$ cat src/rtl/alu_pkg.sv
// ---------------------------------------------------------------------------
// | Module   : alu_pkg                                                      |
// | Purpose  : ALU opcodes and execution-unit state encodings shared by the |
// |            ALU control decode and the execution unit.                   |
// | Revision : 1.0  initial release                                         |
// ---------------------------------------------------------------------------
`default_nettype none

package alu_pkg;

  localparam logic [3:0] ALU_ADD  = 4'd0;
  localparam logic [3:0] ALU_SUB  = 4'd1;
  localparam logic [3:0] ALU_SLL  = 4'd2;
  localparam logic [3:0] ALU_SLT  = 4'd3;
  localparam logic [3:0] ALU_SLTU = 4'd4;
  localparam logic [3:0] ALU_XOR  = 4'd5;
  localparam logic [3:0] ALU_SRL  = 4'd6;
  localparam logic [3:0] ALU_SRA  = 4'd7;
  localparam logic [3:0] ALU_OR   = 4'd8;
  localparam logic [3:0] ALU_AND  = 4'd9;

  typedef enum logic [1:0] {
    IDLE  = 2'd0,
    SHIFT = 2'd1,
    DONE  = 2'd2
  } state_t;

  function automatic logic is_shift_op(input logic [3:0] op);
    return (op == ALU_SLL) || (op == ALU_SRL) || (op == ALU_SRA);
  endfunction

endpackage

`default_nettype wire

$ cat src/rtl/alu_serial_shifter.sv
// ---------------------------------------------------------------------------
// | Module   : alu_serial_shifter                                           |
// | Purpose  : Iterative 1-bit-per-cycle shifter (SLL/SRL/SRA).             |
// | Revision : 1.0  initial release                                         |
// ---------------------------------------------------------------------------
`default_nettype none

module alu_serial_shifter #(
  parameter int XLEN    = 32,
  parameter int SHAMT_W = 5
) (
  input  logic               clk,
  input  logic               rst_n,
  input  logic               load,
  input  logic [XLEN-1:0]    load_data,
  input  logic [SHAMT_W-1:0] load_shamt,
  input  logic               load_left,
  input  logic               load_arith,
  output logic               busy,
  output logic               done,
  output logic [XLEN-1:0]    shift_nxt
);

  logic [XLEN-1:0]    r_data;
  logic [SHAMT_W-1:0] r_cnt;
  logic               r_left;
  logic               r_arith;
  logic               r_busy;

  // done flags the cycle in which the final shift is applied, so the caller
  // can capture shift_nxt on the same edge.
  assign busy = r_busy;
  assign done = r_busy && (r_cnt == SHAMT_W'(1));
  assign shift_nxt = r_left ? {r_data[XLEN-2:0], 1'b0}
                            : {r_arith & r_data[XLEN-1], r_data[XLEN-1:1]};

  always_ff @(posedge clk or negedge rst_n) begin
    if (!rst_n) begin
      r_data  <= '0;
      r_cnt   <= '0;
      r_left  <= 1'b0;
      r_arith <= 1'b0;
      r_busy  <= 1'b0;
    end else if (load) begin
      r_data  <= load_data;
      r_cnt   <= load_shamt;
      r_left  <= load_left;
      r_arith <= load_arith;
      r_busy  <= (load_shamt != '0);
    end else if (r_busy) begin
      r_data <= shift_nxt;
      r_cnt  <= r_cnt - SHAMT_W'(1);
      if (r_cnt == SHAMT_W'(1)) begin
        r_busy <= 1'b0;
      end
    end
  end

endmodule

`default_nettype wire

$ cat src/rtl/alu_exec_unit.sv
// ---------------------------------------------------------------------------
// | Module   : alu_exec_unit                                                |
// | Purpose  : Execution-stage ALU with valid/ready handshakes; single-cycle |
// |            arithmetic/logic ops and iterative shifts.                   |
// | Revision : 1.0  initial release                                         |
// ---------------------------------------------------------------------------
`default_nettype none

module alu_exec_unit
  import alu_pkg::*;
#(
  parameter int XLEN    = 32,
  parameter int SHAMT_W = 5
) (
  input  logic            clk,
  input  logic            rst_n,
  input  logic            in_valid,
  output logic            in_ready,
  input  logic [3:0]      alu_control,
  input  logic [XLEN-1:0] op_a,
  input  logic [XLEN-1:0] op_b,
  output logic            out_valid,
  input  logic            out_ready,
  output logic [XLEN-1:0] result,
  output logic            zero,
  output logic            illegal_op
);

  state_t             r_state;
  logic               w_accept;
  logic               w_is_shift;
  logic [SHAMT_W-1:0] w_shamt;
  logic [XLEN-1:0]    w_alu_res;
  logic               w_illegal;
  logic               w_sh_busy;
  logic               w_sh_done;
  logic [XLEN-1:0]    w_sh_nxt;

  assign in_ready   = (r_state == IDLE) || ((r_state == DONE) && out_ready);
  assign w_accept   = in_valid && in_ready;
  assign w_is_shift = is_shift_op(alu_control);
  assign w_shamt    = op_b[SHAMT_W-1:0];

  // Shift codes return op_a here: that is the answer when shamt is zero.
  always_comb begin
    w_alu_res = '0;
    w_illegal = 1'b0;
    case (alu_control)
      ALU_ADD:  w_alu_res = op_a + op_b;
      ALU_SUB:  w_alu_res = op_a - op_b;
      ALU_SLT:  w_alu_res = {{(XLEN-1){1'b0}}, ($signed(op_a) < $signed(op_b))};
      ALU_SLTU: w_alu_res = {{(XLEN-1){1'b0}}, (op_a < op_b)};
      ALU_XOR:  w_alu_res = op_a ^ op_b;
      ALU_OR:   w_alu_res = op_a | op_b;
      ALU_AND:  w_alu_res = op_a & op_b;
      ALU_SLL, ALU_SRL, ALU_SRA: w_alu_res = op_a;
      default:  w_illegal = 1'b1;
    endcase
  end

  alu_serial_shifter #(
    .XLEN    (XLEN),
    .SHAMT_W (SHAMT_W)
  ) u_shifter (
    .clk        (clk),
    .rst_n      (rst_n),
    .load       (w_accept && w_is_shift),
    .load_data  (op_a),
    .load_shamt (w_shamt),
    .load_left  (alu_control == ALU_SLL),
    .load_arith (alu_control == ALU_SRA),
    .busy       (w_sh_busy),
    .done       (w_sh_done),
    .shift_nxt  (w_sh_nxt)
  );

  always_ff @(posedge clk or negedge rst_n) begin
    if (!rst_n) begin
      r_state    <= IDLE;
      out_valid  <= 1'b0;
      result     <= '0;
      zero       <= 1'b0;
      illegal_op <= 1'b0;
    end else begin
      case (r_state)
        IDLE, DONE: begin
          if (w_accept) begin
            if (w_is_shift && (w_shamt != '0)) begin
              r_state   <= SHIFT;
              out_valid <= 1'b0;
            end else begin
              r_state    <= DONE;
              out_valid  <= 1'b1;
              result     <= w_alu_res;
              zero       <= (w_alu_res == '0);
              illegal_op <= w_illegal;
            end
          end else if ((r_state == DONE) && out_ready) begin
            r_state   <= IDLE;
            out_valid <= 1'b0;
          end
        end
        SHIFT: begin
          if (w_sh_done || !w_sh_busy) begin
            r_state    <= DONE;
            out_valid  <= 1'b1;
            result     <= w_sh_nxt;
            zero       <= (w_sh_nxt == '0);
            illegal_op <= 1'b0;
          end
        end
        default: begin
          r_state   <= IDLE;
          out_valid <= 1'b0;
        end
      endcase
    end
  end

endmodule

`default_nettype wire

$ cat config.mk
export PLATFORM = sky130hd
export DESIGN_NAME = alu_exec_unit
export DESIGN_NICKNAME = d
export VERILOG_FILES = /design/src/rtl/alu_pkg.sv /design/src/rtl/alu_serial_shifter.sv /design/src/rtl/alu_exec_unit.sv
export SDC_FILE = /design/constraint.sdc
export NUM_CORES = 1
export LEC_CHECK = 0
export ABC_AREA = 0
export CAP_MARGIN = 10
export CELL_PAD_IN_SITES_DETAIL_PLACEMENT = 0
export CELL_PAD_IN_SITES_GLOBAL_PLACEMENT = 2
export CORE_AREA = 2 2 173 175
export CTS_BUF_LIST = sky130_fd_sc_hd__clkbuf_16
export DETAILED_ROUTE_END_ITERATION = 6
export DIE_AREA = 0 0 175 177
export PLACE_DENSITY_LB_ADDON = 0.1
export SLEW_MARGIN = 40
export SYNTH_ARGS = -nofsm -noshare
export SYNTH_HDL_FRONTEND = slang
export SYNTH_SLANG_ARGS = --single-unit
$ cat constraint.sdc
create_clock -name clk -period 5.5 [get_ports clk]
set_input_delay 0.55 -clock clk [delete_from_list [all_inputs] [get_ports clk]]
set_output_delay 0.55 -clock clk [all_outputs]
set_load 0.03 [all_outputs]
---- Word level (Yosys, flattened, before mapping) ----
Index checks and enable logic that the tools add are counted.
storage, ports and cells
  output and inout bits ................... 36
  bits in registers ....................... 77
  logic and storage cells ................. 89
  bits of input ports ..................... 72
operators by class
  reductions and logical operators ........ 22
  magnitude comparators ................... 2
  $add $sub $neg .......................... 3
  bitwise operators ....................... 4
  eq/ne operators ......................... 16
  multiplexer cells ....................... 32
operators by type and width
  operator                                                                number
  32-bit one-hot mux with 8 select lines                                  1
  32-bit two-way mux                                                      6
  32-bit logical NOT                                                      2
  32-bit < comparator                                                     2
  32-bit one-hot mux with 2 select lines                                  1
  32-bit adder                                                            1
  32-bit bitwise AND                                                      1
  32-bit OR                                                               1
  32-bit subtractor                                                       1
  32-bit bitwise XOR                                                      1
  4-bit by 3-bit equality test with 1-bit output (second input constant)  4
  1-bit two-way mux                                                       14
  5-bit two-way mux                                                       2
  10-bit OR reduction                                                     1
  4-bit by 2-bit equality test with 1-bit output (second input constant)  2
  4-bit equality test (second input constant)                             2
  2-bit two-way mux                                                       4
  2-bit != test (second input constant)                                   3
  1-bit one-hot mux with 2 select lines                                   3
  5-bit by 1-bit equality test with 1-bit output (second input constant)  1
  1-bit logical AND                                                       5
  5-bit nonzero test                                                      1
  5-bit by 1-bit subtractor with 5-bit output (second input constant)     1
  4-bit by 1-bit equality test with 1-bit output (second input constant)  1
  other kinds (14)                                                        18

---- Depth between registers and ports, before layout ----
  depth after elaboration ................. 7
  gate-level depth with buffers ........... 15
  mapped depth without buffers ............ 15

---- By module ----
From an unflattened synthesis, not the netlist that was laid out.
second synthesis, totals
  cell total of the unflattened synthesis .. 1,295
  area total of the unflattened synthesis .. 9,950.8 um2
modules (own cells, without submodules)
  module              cells an instance  sequential area each (um2)  times used  area each (um2)
  alu_exec_unit       1,077              900.9                       1           7,549.7
  alu_serial_shifter  218                1,001.0                     1           2,401.1

---- Worst setup path after synthesis ----
No wires, ideal clock.
  path kind ............................... input to register
  from .................................... in op_a[0]
  to ...................................... reg zero
  setup time .............................. 0.064 ns
  required time ........................... 5.436 ns
  stages .................................. 15
  arrival time ............................ 3.847 ns
  buffers on the path ..................... 0
  path slack .............................. 1.589 ns
  path through ............................ inv_1 -> ha_1 -> inv_1 -> fa_1 -> nor3b_1 -> a2111oi_1 -> o221ai_1 -> a21oi_1 -> o2111ai_1 -> or4b_1 -> or4_1 -> nor3_2 -> nand4b_1 -> nor4b_2 -> a21bo_1
between the ends
  longest elaborated chain between the ends .. 6
  elaborated cells on any way between the ends .. 12
  classes of those cells .................. 2 x add/sub; 2 x order compare; 4 x mux; 3 x bitwise; 1 x reduce/logical
ends and longest elaborated chain
  item                                             line                  text
  from (decl)                                      alu_exec_unit.sv:20   input logic [XLEN-1:0] op_a,
  32-bit subtractor, or another cell as far along  alu_exec_unit.sv:50   ALU_SUB: w_alu_res = op_a - op_b;
  32-bit one-hot mux with 8 select lines (*)       alu_exec_unit.sv:48   case (alu_control)
  32-bit logical NOT (*)                           alu_exec_unit.sv:95   zero <= (w_alu_res == '0);
  1-bit two-way mux (*)                            alu_exec_unit.sv:88   if (w_is_shift && (w_shamt != '0)) begin
  1-bit two-way mux (*)                            alu_exec_unit.sv:87   if (w_accept) begin
  1-bit one-hot mux with 2 select lines (*)        alu_exec_unit.sv:85   case (r_state)
  to (signal assigned)                             alu_exec_unit.sv:95
  to (signal assigned)                             alu_exec_unit.sv:108  zero <= (w_sh_nxt == '0);
  to (decl)                                        alu_exec_unit.sv:25   output logic zero,
Mark *: on every way between the ends. The rest lies on a longest branch, timed or not. The select of a mux whose other input is x is not followed.
A chain may end at the register's enable or synchronous reset.

---- Final worst setup path ----
Same ends and word-level chain as after synthesis.

==> summary.md <==
| Metric | Value |
|---|---|
| Pin count of the biggest net entering global routing | 69 |
| CTS tree | yes |
| GR Overflow Total | 0 |
| Worst-margin pin slew | 0.886 ns |
| Crit path DAT | 5.03 ns |
| Post-synth top cells | nand2_1 (187), o21ai_0 (172), inv_1 (106) |
| Worst path depth | 16 |
| Critical Path End | zero |
| Crit-path max cell delay | between 0.5 and 0.6 ns |
| Post-synthesis average cell area | 7.16 µm² |
| Cts repair resizes | 0 |
| Syn Std Cell Area | 0.0101 mm² |
| Period utilization | 86.4% |
| WL final | around 41000 µm |
| Max cap viols | 0 |
| Max FO, Critical Path | 4 |
| Gp weighted congestion | roughly 0.92 |
| Worst Path Buf+Inv | 3 |
| I/O pins | approximately 110 |
| Antenna Nets Post-Route | 0 |
| Crit-path leading delay family | simple AND/OR/NAND/NOR gates |
| Mapped Cells | around 1.4k |
| Fmax | approximately 210 MHz |
| Layout Cells excl Fill | 1871 |
| Sequential area share after synthesis | a little under a fifth |
| CP startpoint | op_a[0] |
| Via count | around 11k |
| Final nets | ~1.7k |
| Clock Path Buffers | 2 |
| Postcts setup bufs | 0 |
| Vias in the first global route | 10.0k |
| H-Tree Depth | 3 |
| Path type of the worst setup path | input pin to register |
| Core area | a little under 0.03 mm² |
| Async set or reset register ratio after synthesis | 100% |
| Global-route wire length before repair | about 62000 µm |
| CP Launch Type | input pin |
| Reg2reg setup slack | 2.02 ns |
| Final setup viols | 0 |
| CTS Buf Count | 9 |
| Clk sinks | 76 |
| Netlist cell types | 88 |
| Residual DRC count | 0 |
| Yosys top cell by area | dfrtp_1 |
| Dpl hpwl | between 30000 and 40000 µm |
| Critical path endpoint category | register |
| HP Class | input pin to async pin |
| Pwr per Cell Area | approximately 300 mW/mm² |
| Die Wd | 175 µm |
| Seq cells post-synth | 76 |
| Initial antenna violation count | 0 |
| Antenna cells | 0 |
| Iter 0 DRT Violations | roughly 1.1k |
| Fillers | roughly 3.1k |
| Yosys warns | 0 |
| Share of the synthesized area in the top cell type | about a fifth |
| Area grow syn2layout | 17.9% |
| Run status | finished clean |
| Final TNS setup | 0 ns |
| Relative slew slack | 40.3% |
| Die ar. | slightly above 0.03 mm² |
| Core Rows | between 60 and 70 |
| P_leak | around 5 nW |
| Share of layout cells above drive strength 1 | 6.41% |
| CP Cell Sequence | clkdlybuf4s50_1 > inv_1 > ha_1 > inv_1 > fa_1 > nor3b_1 > a2111oi_1 > o221ai_1 > a21oi_1 > o2111ai_1 > or4b_1 > or4_1 > nor3_2 > nand4b_1 > nor4b_2 > a21bo_1 |
| Peak supply drop | ~0.18 mV |
| Final count of hold timing violations | 0 |
| DR vias/cell | 5.82 |
| Drt wl/cell | about 22 µm |
| Inst Count DP | about 1.9k |
| Starting Density | between 30% and 40% |
| GRT Total Usage | 26.0% |
| Synth area leaders | dfrtp_1 (19%), ha_1 (13%), o21ai_0 (8.5%) |
| Number of enable flip-flop cells after synthesis | 0 |
| Clock Skews | ~0.0064 ns |
| Clk_lat worst skew | about 0.33 ns |
| Most Frequent Cell on Critical Path | inv_1 |
| Syn Nets | 1588 |
| # hold bufs at CTS | 0 |
| Unrepaired setup endpoints after global routing | false |
| Root Buffer | clkbuf_16 |
| Reg2Reg Depth | 11 |
| # port buffers | ~110 |
| Most numerous cell in the Yosys netlist | nand2_1 |
| Top_reg_cell synth | dfrtp_1 |
| First-pass DRT Iterations | 5 |
| Crit path time final | about 4.8 ns |
| Crit path max-delay cell type | or4b_1 |
| Req. time, crit path | roughly 5.8 ns |
| Fin. max-slew vios | 0 |
| R2R Path Start | out_valid |
| Worst flop-to-flop path endpoint | zero |
| DIE HEIGHT | roughly 180 µm |
| Worst-path clk slew | roughly 0.06 ns |
report_power, final:
part | total (W) | internal, W | leakage [nW] | switching (W)
Clock | 0.000520 | 0.000298 | 0.134 | 0.000221
Sequential | 0.00105 | 0.000814 | 0.900 | 0.000234
Combinational | 0.00196 | 0.000758 | 4.06 | 0.00121
Total | 0.00353 | 0.00187 | 5.09 | 0.00166
kinds of logic (layout without fill, tap and decap cells):
| logic type | Yosys count | after routing | share of synthesized area [%] |
|---|---|---|---|
| xor+xnor | 10 | 10 | 0.868 |
| fa+ha+maj | 107 | 107 | 13.4 |
| buf+inv | 197 | 269 | 7.83 |
| simple gates | 480 | 480 | 23.1 |
| flops | 76 | 76 | 18.8 |
| compound gates | 492 | 492 | 31.2 |
| mux | 47 | 47 | 4.77 |
worst min-delay path by stage:
stage,cells after the start,from,to,slack (ns)
finish,1,rst_n,u_shifter.r_cnt[3],0.03
detailed placement,1,rst_n,result[5],0.38
floorplan,0,rst_n,illegal_op,0.25
CTS,1,rst_n,result[5],0.03
global placement,1,rst_n,result[5],0.38
global route,1,rst_n,result[5],0.03
flip-flops by register name, summed over array words and instances (netlist names):
signal and count:
zero 1, u_shifter.r_data 32, u_shifter.r_arith 1, u_shifter.busy 1
r_state 1, u_shifter.r_left 1, u_shifter.r_cnt 5, illegal_op 1
result 32, out_valid 1
area by class of cell:
type | instances | area (µm²) | share of cell area, %
inverters | 107 | 402 | 3.38
flip-flops and latches | 76 | 1910 | 16.0
multi-input cells | 1136 | 7460 | 62.7
clock inverters | 7 | 35.0 | 0.294
repair buffers | 146 | 1380 | 11.6
clock buffers | 9 | 225 | 1.89
well taps | 390 | 488 | 4.10
per-stage QoR:
step | utilization (%) | total power (W) | setup slack (ns) | instance area [µm²] | hold WS [ns]
floorplan | - | 0.00226 | 1.59 | 10100 | 0.254
global placement | 39.7 | 0.00300 | 0.519 | 11600 | 0.383
detailed placement | 39.8 | 0.00300 | 0.473 | 11600 | 0.385
CTS | 40.7 | 0.00353 | 0.794 | 11900 | 0.0325
global route | 40.7 | 0.00380 | 0.525 | 11900 | 0.0344
finish | 40.7 | 0.00353 | 0.747 | 11900 | 0.0337
layout by cell type (no fill, tap or decap), drive strengths merged, types with 7 or more instances in the layout:
cell type	netlist	layout
a211oi	13	13
a21o	24	24
a21oi	101	101
a221oi	22	22
a31oi	22	22
and2	10	10
buf	23	40
clkbuf	67	9
clkdlybuf4s50	0	106
dfrtp	76	76
ha	105	105
inv	107	108
mux2	9	9
mux2i	38	38
nand2	188	188
nand2b	13	13
nand3	32	32
nand4	16	16
nor2	97	97
nor2b	21	21
nor3	29	29
nor3b	7	7
nor4	17	17
o2111ai	7	7
o211ai	16	16
o21ai	177	177
o21bai	10	10
o221ai	12	12
o31ai	12	12
or3	9	9
or4	9	9
xnor2	8	8
routing by layer:
metal / vias to the layer above / GRT usage [%] / wire, µm
met5: - / 0 / 0
met3: 39 / 3.16 / 2690
met1: 5196 / 39.0 / 20200
met4: 0 / 6.08 / 725
met2: 406 / 39.6 / 17600
li1: 5250 / - / -
No activity file was read; power rests on OpenSTA's default activity.
